File: src/rtl/pipe_hazard_ctrl_pkg.sv
// Shared types for the pipeline hazard sequencer: FSM state encodings,
// the per-stage control bundle and the constructors for common stall patterns.
package pipe_hazard_ctrl_pkg;

  localparam int HZ_XLEN          = 32;
  localparam int HZ_MC_MAX_CYCLES = 40;
  localparam int HZ_MC_CNT_W      = 6;

  typedef enum logic [1:0] {
    HZ_RUN     = 2'd0,
    HZ_MEMWAIT = 2'd1,
    HZ_MCWAIT  = 2'd2
  } hz_state_e;

  typedef struct packed {
    logic hold_pc;
    logic hold_if_id;
    logic hold_id_ex;
    logic hold_ex_mem;
    logic hold_mem_wb;
    logic bubble_id_ex;
    logic bubble_ex_mem;
    logic flush_if_id;
  } hz_ctrl_t;

  // Whole pipeline frozen: data memory is not ready.
  function automatic hz_ctrl_t hz_hold_all();
    hz_ctrl_t c;
    c             = '0;
    c.hold_pc     = 1'b1;
    c.hold_if_id  = 1'b1;
    c.hold_id_ex  = 1'b1;
    c.hold_ex_mem = 1'b1;
    c.hold_mem_wb = 1'b1;
    return c;
  endfunction

  // Front end frozen behind a multi-cycle EX op; MEM/WB keep draining.
  function automatic hz_ctrl_t hz_mc_stall();
    hz_ctrl_t c;
    c               = '0;
    c.hold_pc       = 1'b1;
    c.hold_if_id    = 1'b1;
    c.hold_id_ex    = 1'b1;
    c.bubble_ex_mem = 1'b1;
    return c;
  endfunction

endpackage

File: src/rtl/pipe_hazard_ctrl_if.sv
// Hazard indications from the pipeline and the stall/flush/redirect controls
// returned to it. The pipeline side is the master, the sequencer the slave.
interface pipe_hazard_ctrl_if #(
  parameter int XLEN = 32
);

  logic            load_use_flag;
  logic            branch_taken_ex;
  logic [XLEN-1:0] branch_target_ex;
  logic            mc_start_ex;
  logic            mc_done;
  logic            mem_busy;
  logic            trap_req;
  logic [XLEN-1:0] trap_vec;

  logic            hold_pc;
  logic            hold_if_id;
  logic            hold_id_ex;
  logic            hold_ex_mem;
  logic            hold_mem_wb;
  logic            bubble_id_ex;
  logic            bubble_ex_mem;
  logic            flush_if_id;
  logic            redirect_vld;
  logic [XLEN-1:0] redirect_pc;
  logic            mc_timeout;
  logic [1:0]      state_o;

  modport master (
    output load_use_flag, branch_taken_ex, branch_target_ex, mc_start_ex,
           mc_done, mem_busy, trap_req, trap_vec,
    input  hold_pc, hold_if_id, hold_id_ex, hold_ex_mem, hold_mem_wb,
           bubble_id_ex, bubble_ex_mem, flush_if_id, redirect_vld,
           redirect_pc, mc_timeout, state_o
  );

  modport slave (
    input  load_use_flag, branch_taken_ex, branch_target_ex, mc_start_ex,
           mc_done, mem_busy, trap_req, trap_vec,
    output hold_pc, hold_if_id, hold_id_ex, hold_ex_mem, hold_mem_wb,
           bubble_id_ex, bubble_ex_mem, flush_if_id, redirect_vld,
           redirect_pc, mc_timeout, state_o
  );

endinterface

File: src/rtl/pipe_hazard_mc_watchdog.sv
// Cycle counter for an outstanding multi-cycle EX op, with a saturating limit
// check and a sticky timeout flag that only reset clears.
module pipe_hazard_mc_watchdog
  import pipe_hazard_ctrl_pkg::*;
#(
  parameter int MC_MAX_CYCLES = HZ_MC_MAX_CYCLES,
  parameter int MC_CNT_W      = HZ_MC_CNT_W
) (
  input  logic clk,
  input  logic rst_n,
  input  logic start,
  input  logic run,
  input  logic clear,
  input  logic done,
  output logic expired,
  output logic timeout
);

  localparam logic [MC_CNT_W-1:0] MAX_CNT = MC_CNT_W'(MC_MAX_CYCLES);

  logic [MC_CNT_W-1:0] cnt;

  assign expired = (cnt >= MAX_CNT);

  // Counting stops at the limit so a long memory stall cannot wrap it.
  always_ff @(posedge clk or negedge rst_n) begin
    if (!rst_n) begin
      cnt     <= '0;
      timeout <= 1'b0;
    end else begin
      if (clear)
        cnt <= '0;
      else if (start)
        cnt <= MC_CNT_W'(1);
      else if (run && !expired)
        cnt <= cnt + MC_CNT_W'(1);
      if (run && expired && !done)
        timeout <= 1'b1;
    end
  end

endmodule

File: src/rtl/pipe_hazard_ctrl.sv
// Stall/flush sequencer for the 5-stage pipeline: priority decode of hazards,
// memory and multi-cycle wait states, and a deferred trap latch.
module pipe_hazard_ctrl
  import pipe_hazard_ctrl_pkg::*;
#(
  parameter int XLEN          = HZ_XLEN,
  parameter int MC_MAX_CYCLES = HZ_MC_MAX_CYCLES,
  parameter int MC_CNT_W      = HZ_MC_CNT_W
) (
  input logic               clk,
  input logic               rst_n,
  pipe_hazard_ctrl_if.slave hz
);

  hz_state_e       state, state_nxt;
  hz_ctrl_t        ctl;
  logic            redirect_vld;
  logic [XLEN-1:0] redirect_pc;
  logic            trap_pend;
  logic [XLEN-1:0] trap_vec_q;
  logic            trap_set, trap_clr;
  logic            wd_start, wd_run, wd_clear, wd_expired, wd_timeout;

  pipe_hazard_mc_watchdog #(
    .MC_MAX_CYCLES (MC_MAX_CYCLES),
    .MC_CNT_W      (MC_CNT_W)
  ) u_wd (
    .clk     (clk),
    .rst_n   (rst_n),
    .start   (wd_start),
    .run     (wd_run),
    .clear   (wd_clear),
    .done    (hz.mc_done),
    .expired (wd_expired),
    .timeout (wd_timeout)
  );

  // MEMWAIT with memory free is decoded exactly like RUN.
  always_comb begin
    ctl          = '0;
    redirect_vld = 1'b0;
    redirect_pc  = '0;
    state_nxt    = state;
    trap_set     = 1'b0;
    trap_clr     = 1'b0;
    wd_start     = 1'b0;
    wd_run       = 1'b0;
    wd_clear     = 1'b0;
    if (state == HZ_MCWAIT) begin
      wd_run   = 1'b1;
      trap_set = hz.trap_req;
      if (hz.mem_busy) begin
        ctl = hz_hold_all();
      end else if (hz.mc_done || wd_expired) begin
        state_nxt = HZ_RUN;
        wd_clear  = 1'b1;
      end else begin
        ctl = hz_mc_stall();
      end
    end else if (hz.mem_busy) begin
      ctl       = hz_hold_all();
      trap_set  = hz.trap_req;
      state_nxt = HZ_MEMWAIT;
    end else begin
      state_nxt = HZ_RUN;
      if (hz.trap_req || trap_pend) begin
        redirect_vld      = 1'b1;
        redirect_pc       = trap_pend ? trap_vec_q : hz.trap_vec;
        ctl.flush_if_id   = 1'b1;
        ctl.bubble_id_ex  = 1'b1;
        ctl.bubble_ex_mem = 1'b1;
        trap_clr          = 1'b1;
      end else if (hz.branch_taken_ex) begin
        redirect_vld     = 1'b1;
        redirect_pc      = hz.branch_target_ex;
        ctl.flush_if_id  = 1'b1;
        ctl.bubble_id_ex = 1'b1;
      end else if (hz.mc_start_ex && !hz.mc_done) begin
        ctl       = hz_mc_stall();
        wd_start  = 1'b1;
        state_nxt = HZ_MCWAIT;
      end else if (hz.load_use_flag) begin
        ctl.hold_pc      = 1'b1;
        ctl.hold_if_id   = 1'b1;
        ctl.bubble_id_ex = 1'b1;
      end
    end
  end

  // A trap arriving while the pipe is frozen is parked; the first one wins.
  always_ff @(posedge clk or negedge rst_n) begin
    if (!rst_n) begin
      state      <= HZ_RUN;
      trap_pend  <= 1'b0;
      trap_vec_q <= '0;
    end else begin
      state <= state_nxt;
      if (trap_clr) begin
        trap_pend <= 1'b0;
      end else if (trap_set && !trap_pend) begin
        trap_pend  <= 1'b1;
        trap_vec_q <= hz.trap_vec;
      end
    end
  end

  assign hz.hold_pc       = rst_n & ctl.hold_pc;
  assign hz.hold_if_id    = rst_n & ctl.hold_if_id;
  assign hz.hold_id_ex    = rst_n & ctl.hold_id_ex;
  assign hz.hold_ex_mem   = rst_n & ctl.hold_ex_mem;
  assign hz.hold_mem_wb   = rst_n & ctl.hold_mem_wb;
  assign hz.bubble_id_ex  = rst_n & ctl.bubble_id_ex;
  assign hz.bubble_ex_mem = rst_n & ctl.bubble_ex_mem;
  assign hz.flush_if_id   = rst_n & ctl.flush_if_id;
  assign hz.redirect_vld  = rst_n & redirect_vld;
  assign hz.redirect_pc   = rst_n ? redirect_pc : '0;
  assign hz.mc_timeout    = wd_timeout;
  assign hz.state_o       = state;

endmodule

File: src/flat_wrapper.sv
// flat-port wrapper written by rule: the top's interface ports become plain ports
module pipe_hazard_ctrl_flat import pipe_hazard_ctrl_pkg::*;
#(
  parameter int XLEN          = HZ_XLEN,
  parameter int MC_MAX_CYCLES = HZ_MC_MAX_CYCLES,
  parameter int MC_CNT_W      = HZ_MC_CNT_W
)
  (clk, rst_n, hz_load_use_flag, hz_branch_taken_ex, hz_branch_target_ex, hz_mc_start_ex, hz_mc_done, hz_mem_busy, hz_trap_req, hz_trap_vec, hz_hold_pc, hz_hold_if_id, hz_hold_id_ex, hz_hold_ex_mem, hz_hold_mem_wb, hz_bubble_id_ex, hz_bubble_ex_mem, hz_flush_if_id, hz_redirect_vld, hz_redirect_pc, hz_mc_timeout, hz_state_o);
  pipe_hazard_ctrl_if #(.XLEN(XLEN)) hz_i ();
  input logic clk;
  input logic rst_n;
  input wire logic [$bits(hz_i.load_use_flag)-1:0] hz_load_use_flag;
  input wire logic [$bits(hz_i.branch_taken_ex)-1:0] hz_branch_taken_ex;
  input wire logic [$bits(hz_i.branch_target_ex)-1:0] hz_branch_target_ex;
  input wire logic [$bits(hz_i.mc_start_ex)-1:0] hz_mc_start_ex;
  input wire logic [$bits(hz_i.mc_done)-1:0] hz_mc_done;
  input wire logic [$bits(hz_i.mem_busy)-1:0] hz_mem_busy;
  input wire logic [$bits(hz_i.trap_req)-1:0] hz_trap_req;
  input wire logic [$bits(hz_i.trap_vec)-1:0] hz_trap_vec;
  output wire logic [$bits(hz_i.hold_pc)-1:0] hz_hold_pc;
  output wire logic [$bits(hz_i.hold_if_id)-1:0] hz_hold_if_id;
  output wire logic [$bits(hz_i.hold_id_ex)-1:0] hz_hold_id_ex;
  output wire logic [$bits(hz_i.hold_ex_mem)-1:0] hz_hold_ex_mem;
  output wire logic [$bits(hz_i.hold_mem_wb)-1:0] hz_hold_mem_wb;
  output wire logic [$bits(hz_i.bubble_id_ex)-1:0] hz_bubble_id_ex;
  output wire logic [$bits(hz_i.bubble_ex_mem)-1:0] hz_bubble_ex_mem;
  output wire logic [$bits(hz_i.flush_if_id)-1:0] hz_flush_if_id;
  output wire logic [$bits(hz_i.redirect_vld)-1:0] hz_redirect_vld;
  output wire logic [$bits(hz_i.redirect_pc)-1:0] hz_redirect_pc;
  output wire logic [$bits(hz_i.mc_timeout)-1:0] hz_mc_timeout;
  output wire logic [$bits(hz_i.state_o)-1:0] hz_state_o;
  assign hz_i.load_use_flag = hz_load_use_flag;
  assign hz_i.branch_taken_ex = hz_branch_taken_ex;
  assign hz_i.branch_target_ex = hz_branch_target_ex;
  assign hz_i.mc_start_ex = hz_mc_start_ex;
  assign hz_i.mc_done = hz_mc_done;
  assign hz_i.mem_busy = hz_mem_busy;
  assign hz_i.trap_req = hz_trap_req;
  assign hz_i.trap_vec = hz_trap_vec;
  assign hz_hold_pc = hz_i.hold_pc;
  assign hz_hold_if_id = hz_i.hold_if_id;
  assign hz_hold_id_ex = hz_i.hold_id_ex;
  assign hz_hold_ex_mem = hz_i.hold_ex_mem;
  assign hz_hold_mem_wb = hz_i.hold_mem_wb;
  assign hz_bubble_id_ex = hz_i.bubble_id_ex;
  assign hz_bubble_ex_mem = hz_i.bubble_ex_mem;
  assign hz_flush_if_id = hz_i.flush_if_id;
  assign hz_redirect_vld = hz_i.redirect_vld;
  assign hz_redirect_pc = hz_i.redirect_pc;
  assign hz_mc_timeout = hz_i.mc_timeout;
  assign hz_state_o = hz_i.state_o;
  pipe_hazard_ctrl #(.XLEN(XLEN), .MC_MAX_CYCLES(MC_MAX_CYCLES), .MC_CNT_W(MC_CNT_W)) u_core (.clk(clk), .rst_n(rst_n), .hz(hz_i));
endmodule
File: config.mk
export PLATFORM = sky130hd
export DESIGN_NAME = pipe_hazard_ctrl_flat
export DESIGN_NICKNAME = d
export VERILOG_FILES = /design/src/rtl/pipe_hazard_ctrl_pkg.sv /design/src/rtl/pipe_hazard_ctrl_if.sv /design/src/rtl/pipe_hazard_mc_watchdog.sv /design/src/rtl/pipe_hazard_ctrl.sv /design/src/flat_wrapper.sv
export SDC_FILE = /design/constraint.sdc
export NUM_CORES = 1
export LEC_CHECK = 0
export ABC_AREA = 1
export CAP_MARGIN = 20
export CORE_MARGIN = 2
export CORE_UTILIZATION = 45
export DETAILED_ROUTE_END_ITERATION = 16
export DONT_BUFFER_PORTS = 1
export HOLD_SLACK_MARGIN = 0.1
export PLACE_DENSITY_LB_ADDON = 0.05
export SKIP_CTS_REPAIR_TIMING = 1
export SLEW_MARGIN = 10
export SYNTH_ARGS = -nofsm -noshare
export SYNTH_HDL_FRONTEND = slang
export SYNTH_SLANG_ARGS = --single-unit
File: constraint.sdc
create_clock -name clk -period 3.6 [get_ports clk]
set_input_delay 0.72 -clock clk [delete_from_list [all_inputs] [get_ports clk]]
set_output_delay 0.72 -clock clk [all_outputs]
set_load 0.03 [all_outputs]
==> flow_summary.ini <==
[sta]
setup-tns-final_ps = 0
worst_slew_pin_slew_ps = 789
slew_viol_final = 0
relSlewSlack = 0.474
grt_setup_unrepaired = no
fmax_mhz = 341
hold_viol = 0
period_share = 0.815
skew_ps = 11.7
fin_crit_ps = 2940
setup_viol = 0
finalWorstSetupSlack_ps = 665

[cells_and_area]
final_net_count = 448
finish.utilization = 0.519
drive_gt1_frac = 0.216
diodes = 0
layout-area-overhead-vs-synth_pct = 12.2

[placed_design]
gp_congestion = 0.842
place_ws_ps = 995
port-buffer-count = 0
dp_hpwl_mm = 4.68

[synthesis]
yosysTopAreaCell = dfrtp_1
seq_area_frac_synth = 0.388
syn_inst = 352
synth_common_cells = 57 x nand2_1, 57 x nor3_1, 50 x inv_1
synth_edf_count = 0
yosys-top-cells-area = dfrtp_1 39%, nor3_1 11%, nand2_1 7.9%
synth_top_flop_cell = dfrtp_1
syn_area_per_cell_sq_um = 7.69
ys_seq_elements = 42
post_synth_num_cell_types = 24
synth_top_area_share = 0.388
synth_warnings = 0
syn_area_sq_um = 2710
async_flop_share = 1.00
syn-num-nets = 426

[cts]
clkSlewWorstSetupHoldPaths_ps = 80
htreeDepth = 2
cts_tree = yes
clock-root-buffer = clkbuf_8
cts_buffer_depth = 2
numCtsBuffers = 5
clk_latency_ps = 290
cts.sinks = 42

[die]
core_sq_um = 5850
die_area_sq_um = 6650
rows = 28
die_x_microns = 81.6
start_util = 0.463
fp.dieH_microns = 81.6
ios = 116

[flow_run]
maxCapViolCount = 0

[worst_setup_path]
cp_num_buf_inv = 2
critPathArrivalTime_ps = 2220
crit_type = flip-flop to primary output
cp_common_cell = nor2_4
crit_chain = inv_1, nor2_4, nor2_4, nand3_4, nor3_1, buf_4
cp-start-kind = flip-flop
max_stage_delay_ps = 500
end_kind = primary output
cp_top_family = simple AND/OR/NAND/NOR gates
required_ps = 2880
cp_max_fo = 32
critPathSlowestCell = dfrtp_1

[pwr]
p_leak_uw = 0.00147
power_density_nw_per_um2 = 448
peakVddDrop_mv = 0.162

[worst_hold_path]
hp-class = input pin to asynchronous set/reset pin

[grt]
grt_usage = 0.196
grt_max_degree = 65
grt_pass1_vias = 2041
grt-ovfl-total = 0
grt_first_pass_wirelength_mm = 10.0
antenna_found_initial = 0

[drt]
via_per_inst = 5.28
route.detailed.wl_per_inst_microns = 14.8
drcViolationCount = 0
drt_wl_total_mm = 6.64
drt_iter0_markers = 133
vias = 2376
first_pass_iters = 4
antenna_left = 0

[outcome]
status = finished, final reports clean
-- registers in the layout, summed over array words and instances (netlist names) --
name	cells
u_core.hz.state_o	2
u_core.u_wd.cnt	6
u_core.u_wd.timeout	1
u_core.trap_pend	1
u_core.trap_vec_q	32
-- logic make-up after synthesis --
group,share of synthesized area
compound gates,0.180
fa+ha+maj,0.00924
buf+inv,0.142
flops,0.388
simple gates,0.281
-- worst paths after layout --
path / startpoint / end / slack (ps) / depth (start not counted)
setup reg to reg: u_core.trap_pend / u_core.trap_vec_q[15] / 1300 / 3
hold / removal: rst_n / u_core.u_wd.cnt[1] / 240 / 1
min in group clk: u_core.trap_vec_q[30] / u_core.trap_vec_q[30] / 490 / 2
hold reg to reg: u_core.trap_vec_q[30] / u_core.trap_vec_q[30] / 490 / 2
max in group asynchronous: rst_n / u_core.trap_vec_q[21] / 3130 / 1
setup / recovery: u_core.hz.state_o[1] / hz_redirect_pc[23] / 660 / 6
-- routing by layer --
layer | wire length, microns | up-vias | global-route usage
li1 | - | 1221 | -
met1 | 3070 | 1073 | 0.279
met2 | 3020 | 76 | 0.289
met3 | 471 | 6 | 0.0505
met4 | 75 | 0 | 0.0644
met5 | 0 | - | 0
-- layout make-up --
type	count	area, sq um
Timing Repair Buffer	42	335
Tap cell	75	93.8
Sequential cell	42	1050
Clock buffer	7	86.3
Inverter	51	194
Clock inverter	1	5.00
Multi-Input combinational cell	232	1270
Fill cell	616	2810
-- through the flow --
step                      instances  power [uW]  hold slack, ps  instance area (sq um)
after floorplan                 352         953             424                   2710
after global placement          441        1030             425                   2920
after detailed placement        441        1040             426                   2920
after CTS                       449        1360            97.6                   3010
after global routing            450        1460             255                   3040
final                           450        1360             243                   3040
-- worst reg2reg max path: cells and delay by family (launching register included) --
kind                   cells  cell delay [ps]
AOI/OAI and AO/OA          1              410
buffers and inverters      1              540
DFF                        1              520
and+or+nand+nor            1              740
-- placed cells by master, fill, tap and decap left out, drive strengths merged --
cell type,count
ha,2
o21ai,37
nor3,62
o21bai,1
buf,42
o22ai,31
clkinv,1
a21oi,5
nand2,58
inv,51
clkbuf,7
nand4,3
dfrtp,42
nand3,11
nor2,22
-- report_power, final --
group | internal (uW) | switching (uW)
clock | 155 | 162
combinational | 154 | 249
sequential | 562 | 76.3
(Power assumes the default switching activity.)
